==> src/rtl/uart_pkg.sv <==
// uart_pkg: shared UART constants, receiver state encoding and baud divider helper
package uart_pkg;
  typedef logic [1:0] rx_state_t;
  localparam rx_state_t IDLE  = 2'd0;
  localparam rx_state_t START = 2'd1;
  localparam rx_state_t DATA  = 2'd2;
  localparam rx_state_t STOP  = 2'd3;
  localparam int OSR = 16;
  localparam logic [3:0] SMP_A = 4'd7;
  localparam logic [3:0] SMP_B = 4'd8;
  localparam logic [3:0] SMP_C = 4'd9;
  function automatic int calc_div(input longint clk_freq, input longint baud_rate);
    return int'((clk_freq + 8 * baud_rate) / (OSR * baud_rate));
  endfunction
endpackage

==> src/rtl/uart_rx_sync_fifo.sv <==
// sync_fifo: show-ahead FIFO with wrap-bit pointers; head reads zero while empty
module sync_fifo #(
  parameter int WIDTH = 8,
  parameter int DEPTH = 16
) (
  input  logic             clk,
  input  logic             rst,
  input  logic             push,
  input  logic [WIDTH-1:0] din,
  input  logic             pop,
  output logic             full,
  output logic             empty,
  output logic [WIDTH-1:0] head
);
  localparam int AW = $clog2(DEPTH);
  logic [WIDTH-1:0] mem [DEPTH];
  logic [AW:0] wr_ptr, rd_ptr;
  assign empty = wr_ptr == rd_ptr;
  assign full = (wr_ptr[AW] != rd_ptr[AW]) && (wr_ptr[AW-1:0] == rd_ptr[AW-1:0]);
  assign head = empty ? '0 : mem[rd_ptr[AW-1:0]];
  always_ff @(posedge clk) begin
    if (push) mem[wr_ptr[AW-1:0]] <= din;
  end
  always_ff @(posedge clk) begin
    if (rst) begin
      wr_ptr <= '0;
      rd_ptr <= '0;
    end else begin
      wr_ptr <= push ? wr_ptr + 1'b1 : wr_ptr;
      rd_ptr <= (pop && !empty) ? rd_ptr + 1'b1 : rd_ptr;
    end
  end
endmodule

==> src/rtl/uart_rx.sv <==
// uart_rx: 8N1 receiver with 16x oversampled majority voting, error pulses and an output FIFO
module uart_rx
  import uart_pkg::*;
#(
  parameter int CLK_FREQ   = 50000000,
  parameter int BAUD_RATE  = 115200,
  parameter int FIFO_DEPTH = 16
) (
  input  logic       CLK,
  input  logic       RST,
  input  logic       UART_RXD,
  output logic [7:0] DOUT,
  output logic       DOUT_VLD,
  input  logic       DOUT_RDY,
  output logic       FRAME_ERR,
  output logic       OVERRUN,
  output logic       BUSY
);
  localparam int DIV = calc_div(CLK_FREQ, BAUD_RATE);
  localparam int DW = $clog2(DIV + 1);
  localparam logic [3:0] SMP_END = 4'(OSR - 1);
  logic [1:0] rxd_q, vote;
  logic [DW-1:0] div_cnt;
  logic [3:0] smp, smp_nxt;
  logic [2:0] idx;
  logic [7:0] shreg;
  rx_state_t state;
  logic rxd_s, tick, start, maj, bit_q, brk, stop_done, stop_ok;
  logic full, empty, pop, push, overrun, fe_q, ov_q;
  always_comb begin
    rxd_s = rxd_q[1];
    tick = div_cnt == DW'(DIV - 1);
    smp_nxt = smp + 4'd1;
    start = state == IDLE && !rxd_s && !brk;
    maj = (vote[0] & vote[1]) | (rxd_s & (vote[0] | vote[1]));
    stop_done = state == STOP && tick && smp_nxt == SMP_C;
    stop_ok = stop_done && maj;
    pop = !empty && DOUT_RDY;
    push = stop_ok && (!full || pop);
    overrun = stop_ok && full && !pop;
  end
  assign DOUT_VLD = !empty;
  assign FRAME_ERR = fe_q;
  assign OVERRUN = ov_q;
  assign BUSY = state != IDLE;
  always_ff @(posedge CLK) begin
    if (RST) begin
      rxd_q <= 2'b11;
      div_cnt <= '0;
      smp <= '0;
      vote <= '0;
      bit_q <= 1'b0;
      brk <= 1'b0;
      idx <= '0;
      shreg <= '0;
      fe_q <= 1'b0;
      ov_q <= 1'b0;
      state <= IDLE;
    end else begin
      rxd_q <= {rxd_q[0], UART_RXD};
      div_cnt <= (start || tick) ? '0 : div_cnt + 1'b1;
      smp <= start ? '0 : tick ? smp_nxt : smp;
      fe_q <= stop_done && !maj;
      ov_q <= overrun;
      if (tick && smp_nxt == SMP_A) vote[0] <= rxd_s;
      if (tick && smp_nxt == SMP_B) vote[1] <= rxd_s;
      if (tick && smp_nxt == SMP_C) bit_q <= maj;
      // a low stop bit may be a break: hold off new starts until the line is seen high
      if (stop_done && !maj) brk <= 1'b1;
      else if (tick && rxd_s) brk <= 1'b0;
      case (state)
        IDLE: if (start) state <= START;
        START: if (tick && smp_nxt == SMP_END) begin
          state <= bit_q ? IDLE : DATA;
          idx <= '0;
        end
        DATA: if (tick && smp_nxt == SMP_END) begin
          shreg[idx] <= bit_q;
          idx <= idx + 1'b1;
          if (idx == 3'd7) state <= STOP;
        end
        STOP: if (stop_done) state <= IDLE;
        default: state <= IDLE;
      endcase
    end
  end
  sync_fifo #(.WIDTH(8), .DEPTH(FIFO_DEPTH)) u_fifo (
    .clk(CLK),
    .rst(RST),
    .push(push),
    .din(shreg),
    .pop(pop),
    .full(full),
    .empty(empty),
    .head(DOUT)
  );
endmodule

==> config.mk <==
export PLATFORM = sky130hd
export DESIGN_NAME = uart_rx
export DESIGN_NICKNAME = d
export VERILOG_FILES = /design/src/rtl/uart_pkg.sv /design/src/rtl/uart_rx_sync_fifo.sv /design/src/rtl/uart_rx.sv
export SDC_FILE = /design/constraint.sdc
export NUM_CORES = 1
export LEC_CHECK = 0
export CAP_MARGIN = 20
export CORE_UTILIZATION = 50
export DETAILED_ROUTE_END_ITERATION = 10
export PLACE_DENSITY = 0.66
export SLEW_MARGIN = 20
export SYNTH_ARGS = -nofsm -noshare
export SYNTH_HDL_FRONTEND = slang
export SYNTH_SLANG_ARGS = --single-unit
==> constraint.sdc <==
create_clock -name CLK -period 2.73 [get_ports CLK]
set_clock_uncertainty 0.2 [all_clocks]
set_input_delay 0.546 -clock CLK [delete_from_list [all_inputs] [get_ports CLK]]
set_output_delay 0.546 -clock CLK [all_outputs]
set_load 0.03 [all_outputs]
# After elaboration in Yosys (flattened, before gate mapping)
# Memories as Yosys holds them, arrays and structs flattened. A register that Yosys moved wholly into a read port is not among the register bits.
# Index checks and enable logic that the tools add are counted.
# classes
n_addsub	5
magnitude_cmp	2
eq_ne	17
muxes	20
bitwise	4
reduce_logical	35
# op_table
op	n
logical AND 1 bit	18
adder 5 x 1 -> 5 bit (second input constant)	3
== test 4 bit (second input constant)	3
2-to-1 mux 2 bit	6
inequality test 2 bit (second input constant)	5
bitwise mux 8 bit	1
2-to-1 mux 4 bit	2
2-to-1 mux 8 bit	1
one-hot mux 2 bit (4 select lines)	1
zero test 1 bit	6
2-to-1 mux 3 bit	2
one-hot mux 3 bit (2 select lines)	1
nonzero test 2 bit	3
== test 5 bit	1
== test 5 bit (second input constant)	1
2-to-1 mux 1 bit	5
AND reduction 5 bit	1
adder 4 x 1 -> 4 bit (second input constant)	1
== test 2 bit (second input constant)	2
== test 4 x 3 -> 1 bit (second input constant)	1
== test 4 bit	1
< comparator 3 x 4 -> 1 bit (second input constant)	1
OR reduction 2 bit	2
adder 3 x 1 -> 3 bit (second input constant)	1
11 further kinds	14
# totals
ff_bits	40
ram_bits	128
inputBits	4
output_inout_bits	12
elab_cells	98
memories	1
# memory_table
memory	depth	width	read_ports	rd_clocked_by_memory_dff	wr	line_no	source
u_fifo.mem	16	8	1	1	1	uart_rx_sync_fifo.sv:16	logic [WIDTH-1:0] mem [DEPTH];

# Depth between registers and ports, before layout
# Gate-level depths: netlist (run 1).
# depth
word_depth	7
ltp_mapped	9
depth_no_buf	7

# Hierarchy
# Synthesis (run 1) repeated with hierarchy kept, for this count alone.
# unflattened
cells_unflattened	493
area_unflattened_um2	7378.3
# by_module_without_submodules
mod	instances	cells_per_inst	area_each_um2	seq_area_each_um2
sync_fifo	1	324	5814.3	4124.0
uart_rx	1	169	1564.0	600.6

# Worst setup path before layout (run 1)
# OpenSTA, ideal clock, no wires.
# synth_path
kind	register to output
from	register with a tool-made name
to	output DOUT[5]
t_arrival_ns	2.078
t_required_ns	1.984
setup_slack_ns	-0.094
stages_incl_launch_ff	6
n_path_buf	2
path_cell_list	dfxtp_1 clkbuf_1 buf_1 mux4_2 a211oi_1 a211oi_1
# synth_lines
item	line_no	source
end, declared	uart_rx.sv:12	output logic [7:0] DOUT,

==> qor.yml, run 1 <==
outcome:
  outcome: "finished, violations left"
  violations: "setup timing"
critical_path:
  end_kind: "output port"
  critical_path_class: "reg -> out"
  cp-start-kind: "flop"
  reg2reg_slack_ns: 0.18
  critPathMaxFanout: 11
  critical_path_required_ns: 1.98
  cp.arrival_ns: 2.19
power_and_ir_drop:
  power_switching_share: 0.195
  p_per_area_nw_per_um2: 631
  seq_power_share: 0.517
  power.internal_mw: 4.35
  p_clk_frac: 0.458
  vdd_drop_max_mv: 0.434
  power_frac_comb: 0.025
  p_sw_mw: 1.05
  leakage_nw: 3.25
routing:
  drt-total-wl_um: 14100
  dr.first_iter.drc_count: 423
  postRouteAntennaNets: 0
  routed-via-count: 4049
  dr.pass1.iters: 4
  drcViolationCount: 0
  drt-wirelength-per-cell_um: 20.1
  vias_per_cell: 5.75
job:
  drv_cap: 0
yosys:
  postSynthCellCount: 460
  async_reset_ff_frac: 0
  synth_cell_type_count: 54
  synth-seq-cells: 172
  synthFlopType: "edfxtp_1"
  seq_area_frac_synth: 0.655
  ys_warn_count: 0
  synth-edff-count: 128
  syn_area_sq_um: 7210
  syn_nets: 482
  avgSynthCellArea_sq_um: 15.7
clock_network:
  cts_hold_buf: 0
  clock-root-buffer: "clkbuf_16"
  clockBufferDepth: 2
  clk_pin_slew_worst_paths_ns: 0.06
  clock_sinks: 172
  cts_tree: "done"
  htree_levels: 4
  clk_latency_ns: 0.43
  cts_buffers: 17
finish:
  final_cell_mix: "edfxtp_1, dfxtp_1, buf_4, mux4_2, nor2_1"
  area_growth_pct: 18.7
  nFillCells: 1044
  drive_gt1_frac: 0.263
  nets: 534
  final_common_cell: "edfxtp_1"
  insertedDiodeCount: 0
min_path:
  hp-class: "reg -> reg"
global_routing:
  overflow: 0
  grt_pass1_vias: 4148
  gr-usage-all-layers: 0.210
  grt_first_pass_wirelength_um: 22500
  grt_max_degree: 33
  antenna_found_initial: 0
floorplan:
  die_width_um: 122
  die_h_um: 122
  core_area_sq_um: 14000
  pin_count: 16
  dieArea_sq_um: 14900
  core.rowCount: 43
  start_util: 0.516
sta:
  relSlewSlack: 0.534
  fin_ws_ns: -0.201
  rsz0062_at_grt: "true"
  worst_slew_pin_slew_ns: 0.697
  fin_hold_ws_ns: 0.235
  setup_tns_ns: -1.23
  min_period_ns: 2.93
  maxSlewViolCount: 0
  period_share: 1.07
  max_freq_mhz: 341
  setup_viol: 8
  finalHoldViolCount: 0
place:
  numPortBuffers: 15
  routabilityCongestion: 0.742
  post-dp-hpwl_um: 9290
==> sequential cells by signal (all words and copies together) (netlist names), named ones only <==
name           cells
FRAME_ERR          1
u_fifo.mem       128
state              1
smp                4
OVERRUN            1
idx                3
shreg              8
brk                1
u_fifo.wr_ptr      5
bit_q              1
vote               2
div_cnt            5
u_fifo.rd_ptr      5
rxd_q              2
==> Yosys cell counts, types with 2 or more instances <==
cell / instances / area [sq um]
a211oi_1: 17 / 128
a21oi_1: 14 / 70.1
a311oi_1: 3 / 26.3
and2_1: 2 / 12.5
and3_1: 17 / 106
and4_1: 2 / 17.5
buf_1: 4 / 15.0
buf_2: 3 / 15.0
buf_4: 3 / 22.5
clkbuf_1: 11 / 41.3
dfxtp_1: 44 / 881
edfxtp_1: 128 / 3840
ha_1: 18 / 225
inv_1: 13 / 48.8
mux2i_1: 17 / 170
mux4_2: 32 / 721
nand2_1: 11 / 41.3
nand2b_1: 8 / 50.1
nand3_1: 7 / 35.0
nand4_1: 5 / 31.3
nor2_1: 23 / 86.3
nor2b_1: 11 / 68.8
nor3_1: 4 / 20.0
nor3b_1: 3 / 22.5
nor4b_1: 2 / 17.5
o211ai_1: 2 / 15.0
o21ai_0: 10 / 50.1
o31ai_1: 3 / 22.5
or2_2: 2 / 12.5
or3_1: 3 / 18.8
or4_1: 2 / 15.0
xnor2_1: 6 / 52.6
xor2_1: 9 / 78.8
==> worst paths after layout <==
check | startpoint | to | cells past startpoint
worst min-delay path | rxd_q[0]$_SDFF_PP1_ | rxd_q[1]$_SDFF_PP1_ | 1
worst max register to register | div_cnt[0]$_SDFF_PP0_ | u_fifo.mem[13][5]$_DFFE_PP_ | 8
worst min register to register | rxd_q[0]$_SDFF_PP1_ | rxd_q[1]$_SDFF_PP1_ | 1
worst max-delay path | flop | DOUT[5] | 7
==> cells by family (layout without fill, tap and decap cells) <==
logic type / after synthesis / after routing / synth area share
buf+inv: 35 / 99 / 0.0205
fa+ha+maj: 19 / 19 / 0.0326
simple gates: 110 / 110 / 0.0918
compound gates: 58 / 58 / 0.0529
mux: 50 / 50 / 0.125
flops: 172 / 172 / 0.655
xor+xnor: 16 / 16 / 0.0220
==> what timing repair did <==
item                       CTS  global route
pin swaps                    1             1
setup endpoints to repair    9            10
resized for setup           55             8
setup buffers                0             2
==> power by group through the flow <==
stage	Sequential (mW)	Clock (mW)	Combinational, mW
floorplan	2.85	0	0.0954
global placement	2.85	0	0.129
detailed placement	2.85	0	0.135
CTS	2.79	2.51	0.138
global route	2.79	2.61	0.155
finish	2.79	2.47	0.137
==> routing by layer <==
layer	vias up	part of all wire	global-route usage
met3	22	0.047	0.0478
met2	103	0.48	0.333
li1	1893	-	-
met1	2031	0.45	0.283
met5	-	0	0
met4	0	0.020	0.0831
==> per-stage QoR <==
| stage | setup WS (ns) | util | std cells | instance area, sq um | total power, mW |
|---|---|---|---|---|---|
| 2_1_floorplan | 0.175 | - | 460 | 7250 | 2.94 |
| 3_3_place_gp | -0.330 | 0.566 | 671 | 7920 | 2.98 |
| 3_5_place_dp | -0.318 | 0.566 | 671 | 7920 | 2.99 |
| 4_1_cts | -0.230 | 0.610 | 702 | 8530 | 5.44 |
| 5_1_grt | -0.281 | 0.612 | 704 | 8560 | 5.56 |
| 6_report | -0.201 | 0.612 | 704 | 8560 | 5.40 |
==> area by class of cell <==
type	count	area [sq um]	share of cell area
tap	180	225	0.0263
multi-input combinational	253	2420	0.283
sequential	172	4730	0.553
inverter	13	48.8	0.00570
clock inverter	13	175	0.0205
clock buffer	18	429	0.0501
timing repair buffer	55	533	0.0622
==> worst max-delay path: stages, from the launching register on <==
cell and delay [ns]:
dfxtp_4 0.37, buf_12 0.14, mux4_2 0.48, nor2b_1 0.15, a211oi_2 0.24, buf_4 0.17, a211oi_2 0.03, buf_4 0.17
No activity file was read; power rests on OpenSTA's default activity.
==> run 2: changes to the inputs <==
--- a/config.mk
+++ b/config.mk
@@ -7,9 +7,9 @@
 export LEC_CHECK = 0
 export CAP_MARGIN = 20
 export CORE_UTILIZATION = 50
+export CTS_CLUSTER_SIZE = 8
 export DETAILED_ROUTE_END_ITERATION = 10
 export PLACE_DENSITY = 0.66
-export SLEW_MARGIN = 20
 export SYNTH_ARGS = -nofsm -noshare
 export SYNTH_HDL_FRONTEND = slang
 export SYNTH_SLANG_ARGS = --single-unit
==> results of run 2 <==
No change in the layout: final DEF, timing and power equal those of run 1.
